$ cat src/rtl/ultrasonido_scheduler.sv
// Round-robin ping scheduler: fires one ultrasonic sensor at a time, times its echo, then holds off.
// Latency: meas_valid one clk after the synced echo falls (3-4 clk after the raw pin falls).
// Backpressure: none; results are a one-cycle strobe with sens_id/echo_cycles/meas_timeout held until the next result.
// Ports: clk, reset (sync, active-high), enable (keep polling), echo[N_SENS] (raw async pins),
//        trigger[N_SENS] (one-hot or zero), busy, sens_id, echo_cycles, meas_valid, meas_timeout, near[N_SENS].
module ultrasonido_scheduler #(
  parameter int N_SENS      = 2,
  parameter int CNT_W       = 22,
  parameter int TRIG_CYC    = 500,
  parameter int TIMEOUT_CYC = 900000,
  parameter int HOLDOFF_CYC = 3000000,
  parameter int NEAR_CYC    = 30000,
  localparam int ID_W       = (N_SENS > 1) ? $clog2(N_SENS) : 1
) (
  input  logic              clk,
  input  logic              reset,
  input  logic              enable,
  input  logic [N_SENS-1:0] echo,
  output logic [N_SENS-1:0] trigger,
  output logic              busy,
  output logic [ID_W-1:0]   sens_id,
  output logic [CNT_W-1:0]  echo_cycles,
  output logic              meas_valid,
  output logic              meas_timeout,
  output logic [N_SENS-1:0] near
);

  typedef enum logic [2:0] {
    S_IDLE,
    S_TRIG,
    S_WAIT_ECHO,
    S_MEASURE,
    S_HOLDOFF
  } state_t;

  localparam logic [CNT_W-1:0] TRIG_LAST = CNT_W'(TRIG_CYC - 1);
  localparam logic [CNT_W-1:0] WAIT_LAST = CNT_W'(TIMEOUT_CYC - 1);
  localparam logic [CNT_W-1:0] MEAS_MAX  = CNT_W'(TIMEOUT_CYC);
  localparam logic [CNT_W-1:0] HOLD_LAST = CNT_W'(HOLDOFF_CYC - 1);
  localparam logic [CNT_W-1:0] NEAR_LIM  = CNT_W'(NEAR_CYC);
  localparam logic [ID_W-1:0]  ID_LAST   = ID_W'(N_SENS - 1);

  state_t            state, state_nxt;
  logic [CNT_W-1:0]  cnt, cnt_nxt;
  logic [ID_W-1:0]   id, id_nxt;
  logic [N_SENS-1:0] sync1, sync2;
  logic              echo_s, echo_d;
  logic              res_fire, res_to;

  // Only the sensor being served is looked at; the others are pure crosstalk.
  assign echo_s = sync2[id];

  always_ff @(posedge clk) begin
    if (reset) begin
      state <= S_IDLE;
      cnt   <= '0;
      id    <= '0;
    end else begin
      state <= state_nxt;
      cnt   <= cnt_nxt;
      id    <= id_nxt;
    end
  end

  always_comb begin
    state_nxt = state;
    cnt_nxt   = cnt;
    id_nxt    = id;
    res_fire  = 1'b0;
    res_to    = 1'b0;
    trigger   = '0;
    busy      = (state != S_IDLE);
    case (state)
      S_IDLE: begin
        if (enable) begin
          state_nxt = S_TRIG;
          cnt_nxt   = '0;
        end
      end
      S_TRIG: begin
        trigger[id] = 1'b1;
        if (cnt == TRIG_LAST) begin
          state_nxt = S_WAIT_ECHO;
          cnt_nxt   = '0;
        end else begin
          cnt_nxt = cnt + 1'b1;
        end
      end
      S_WAIT_ECHO: begin
        // echo_d tracks the served sensor through TRIG, so a level already
        // high on entry never looks like a rise.
        if (echo_s && !echo_d) begin
          state_nxt = S_MEASURE;
          cnt_nxt   = CNT_W'(1);
        end else if (cnt == WAIT_LAST) begin
          res_fire  = 1'b1;
          res_to    = 1'b1;
          state_nxt = S_HOLDOFF;
          cnt_nxt   = '0;
        end else begin
          cnt_nxt = cnt + 1'b1;
        end
      end
      S_MEASURE: begin
        // The limit wins over a simultaneous fall: a full TIMEOUT_CYC-wide
        // echo is reported as a timeout, so valid widths stay below it.
        if (cnt == MEAS_MAX) begin
          res_fire  = 1'b1;
          res_to    = 1'b1;
          state_nxt = S_HOLDOFF;
          cnt_nxt   = '0;
        end else if (!echo_s) begin
          res_fire  = 1'b1;
          state_nxt = S_HOLDOFF;
          cnt_nxt   = '0;
        end else begin
          cnt_nxt = cnt + 1'b1;
        end
      end
      S_HOLDOFF: begin
        if (cnt == HOLD_LAST) begin
          cnt_nxt   = '0;
          id_nxt    = (id == ID_LAST) ? '0 : id + 1'b1;
          state_nxt = enable ? S_TRIG : S_IDLE;
        end else begin
          cnt_nxt = cnt + 1'b1;
        end
      end
      default: state_nxt = S_IDLE;
    endcase
  end

  always_ff @(posedge clk) begin
    if (reset) begin
      sync1        <= '0;
      sync2        <= '0;
      echo_d       <= 1'b0;
      meas_valid   <= 1'b0;
      meas_timeout <= 1'b0;
      echo_cycles  <= '0;
      sens_id      <= '0;
      near         <= '0;
    end else begin
      sync1      <= echo;
      sync2      <= sync1;
      echo_d     <= echo_s;
      meas_valid <= res_fire;
      if (res_fire) begin
        sens_id      <= id;
        meas_timeout <= res_to;
        echo_cycles  <= res_to ? MEAS_MAX : cnt;
        near[id]     <= !res_to && (cnt < NEAR_LIM);
      end
    end
  end

endmodule

$ cat config.mk
export PLATFORM = sky130hd
export DESIGN_NAME = ultrasonido_scheduler
export DESIGN_NICKNAME = d
export VERILOG_FILES = /design/src/rtl/ultrasonido_scheduler.sv
export SDC_FILE = /design/constraint.sdc
export NUM_CORES = 1
export LEC_CHECK = 0
export ABC_AREA = 1
export ABC_CLOCK_PERIOD_IN_PS = 3000
export CELL_PAD_IN_SITES_DETAIL_PLACEMENT = 0
export CELL_PAD_IN_SITES_GLOBAL_PLACEMENT = 1
export CORE_ASPECT_RATIO = 1.5
export CORE_MARGIN = 5
export CORE_UTILIZATION = 43
export DETAILED_ROUTE_END_ITERATION = 10
export HOLD_SLACK_MARGIN = 0.1
export MAX_ROUTING_LAYER = met4
export PLACE_DENSITY_LB_ADDON = 0.12
export SYNTH_ARGS = -nofsm -noshare
export SYNTH_HDL_FRONTEND = slang
export SYNTH_SLANG_ARGS = --single-unit
$ cat constraint.sdc
create_clock -name clk -period 3 [get_ports clk]
set_input_delay 0.6 -clock clk [delete_from_list [all_inputs] [get_ports clk]]
set_output_delay 0.6 -clock clk [all_outputs]
set_load 0.02 [all_outputs]
==> summary.md <==
| Metric | Value |
|---|---|
| Outcome | finished, final reports clean |
| Final core occ | around 52% |
| Clock tree buffer depth | 2 |
| Die Wd | roughly 80 um |
| Worst-margin pin slew | 0.504 ns |
| Area Overhead vs Synth | 18.4% |
| Grt total ovfl | 0 |
| Initial antenna violation count | 0 |
| CTS Hold Bufs | 0 |
| Largest family of logic cells by synthesized area | simple AND/OR/NAND/NOR gates |
| Sequential fraction of the synthesis area | 36.5% |
| Hold WS | 0.403 ns |
| Die extent in y | 115 um |
| Port bufs | 34 |
| Antenna Violating Nets Remaining | 0 |
| DR vias | approximately 3,200 |
| GRT Resource Usage Total | 23.0% |
| Worst EP arrival | 1.99 ns |
| HPWL after DPL | approximately 7.4 mm |
| Ports | 35 |
| Syn nets | between 400 and 500 |
| Vias in the first global route | 3,058 |
| Final Cycle Share | 86.2% |
| CTS Buf Count | 9 |
| Nets | 531 |
| Ys async rst share | 0% |
| Power, Total | 2160 uW |
| Largest net degree at the start of global routing | 39 |
| Ys Warns | 0 |
| Max Slew Vio Count | 0 |
| Max Cap Viol | 0 |
| Flops & latches, synth | 58 |
| # diodes | 0 |
| Initial core utilization | between 40 and 50% |
| CTS root buffer | clkbuf_8 |
| Synth area leaders | dfxtp_1 (36%), nand2_1 (16%), nor2_1 (10%), inv_1 (5.8%), nand3_1 (4.4%) |
| DRC | 0 |
| Multi-input gate area | 1730 um2 |
| Fill count | 784 |
| Post-Route WL | slightly below 10 mm |
| Setup skew after layout | 0.0119 ns |
| Hold WC Path Type | reg -> reg |
| Post-synthesis cell type count | 33 |
| Placer Congestion | 0.958 |
| Post-cts gate resize count | 0 |
| Synth top area share | 36.5% |
| Post-DR wirelength/cell | 15.4 um |
| Tmin final | roughly 2.6 ns |
| DIE AREA | 9260 um2 |
| Starting DRT DRC Count | between 200 and 250 |
| Synth Area in Simple Gates | 41.7% |
| Clock latency on the worst-skew pair | 0.35 ns |
| Type of origin of the critical path | flop |
| Post-Syn Area | about 3200 um2 |
| Peak supply drop | ~0.4 mV |
| CTS tree | built |
| Final Hold Viols | 0 |
| Leak | 0.00146 uW |
| Fmax | 387 MHz |
| Synthesized instance count | just under 500 |
| Most frequent cells in the layout | nand2_1 (139), nor2_1 (89), dfxtp_1 (58) |
| Slew Limit Headroom | between 60% and 70% |
| RSZ-0062 raised after global routing | no |
| Area leader, netlist | dfxtp_1 |
| Final setup vio count | 0 |
| Num rows | 38 |
| Crit path required time | around 2.4 ns |
| Post CTS Setup Buffer Count | 0 |
| TNS Setup | 0 ns |
| Share of layout cells above drive strength 1 | 10.0% |
| Endpoint class of the critical path | primary output |
| Synth Area in Adders | 0.786% |
| Std-Cell Core Area | roughly 7200 um2 |
| Syn avg cell area | 6.49 um2 |
| DRT Pass-1 Iters | 6 |
| Synth Flop Type | dfxtp_1 |
| Register area | 1160 um2 |
| Crit path kind | reg -> out |
| Vias/cell | 5.09 |
| Pwr Density | 574 nW/um2 |
| CP max FO | 5 |
| Compound-cell area share of the yosys netlist | 10.1% |
| Post-Synth XOR/XNOR Area | 1.65% |
| Mux share of post-synthesis cell area | 0% |
| EDFF count, synth | 0 |
| Global-route wire length before repair | 15.4 mm |
| H-tree level count | 3 |
| Clock transition at path regs | 0.06 ns |
| Sink Count | 58 |
| Commonest non-fill, non-tap cell in the layout | nand2_1 |
## kinds of logic (layout without fill, tap and decap cells)
group,after synthesis,after routing
buffers and inverters,68,107
DFF,58,58
xor gates and xnor gates,6,6
AOI/OAI and AO/OA,56,56
adders and majority gates,2,2
and+or+nand+nor,300,300
## per-layer routing
layer / part of all wire, % / up-vias / routed length [um] / track usage [%]
met2: 49 / 111 / 4780 / 38.1
met5: 0 / - / 0 / -
li1: - / 1605 / - / -
met4: 6.0 / 0 / 576 / 14.5
met3: 4.8 / 36 / 466 / 4.86
met1: 40 / 1451 / 3850 / 24.6
## state kept, by name, summed over array words and instances (netlist names), 2 cells and up
register	cells
cnt	22
echo_cycles	22
state	3
near	2
sync1	2
sync2	2
## worst paths after layout
path | startpoint | to | slack (ns) | cells after the start
max | state[0] | trigger[0] | 0.41 | 5
min | sync1[1] | sync2[1] | 0.40 | 2
max reg2reg | cnt[1] | cnt[12] | 0.82 | 12
min reg2reg | sync1[1] | sync2[1] | 0.40 | 2
## area by class of cell
cell class / instances / area share [%]
inverter: 54 / 5.42
timing repair buffer: 37 / 9.63
clock inverter: 6 / 1.53
tap: 100 / 3.32
clock buffer: 10 / 3.39
sequential: 58 / 30.8
multi-input combinational: 364 / 45.9
## critical path, cell delays in order (launching register included)
cell and delay [ns]:
dfxtp_1 0.34, inv_1 0.11, nor3_1 0.32, inv_1 0.16, nor2_1 0.11, clkdlybuf4s50_1 0.61
## synth_stat cells, types with 8 or more instances
library cell and number:
inv_1 49, nand2_1 139, nand3_1 28, a21oi_1 25, o21ai_0 13, nand2_2 8, dfxtp_1 58, o21bai_1 8
nor2_1 89, nor3_1 10, nor2_2 8
## power breakdown
group	switching [uW]	leakage [uW]	internal, uW
combinational	431	0.000895	194
sequential	23.6	0.000469	808
clock	329	0.0000958	377
## through the flow
stage	area, um2	setup slack, ns	instances
2_1_floorplan	3180	1.19	490
3_3_place_gp	3580	0.681	613
3_5_place_dp	3580	0.681	613
4_1_cts	3770	0.424	629
5_1_grt	3770	0.258	629
6_report	3770	0.414	629
No activity file was read; power rests on OpenSTA's default activity.
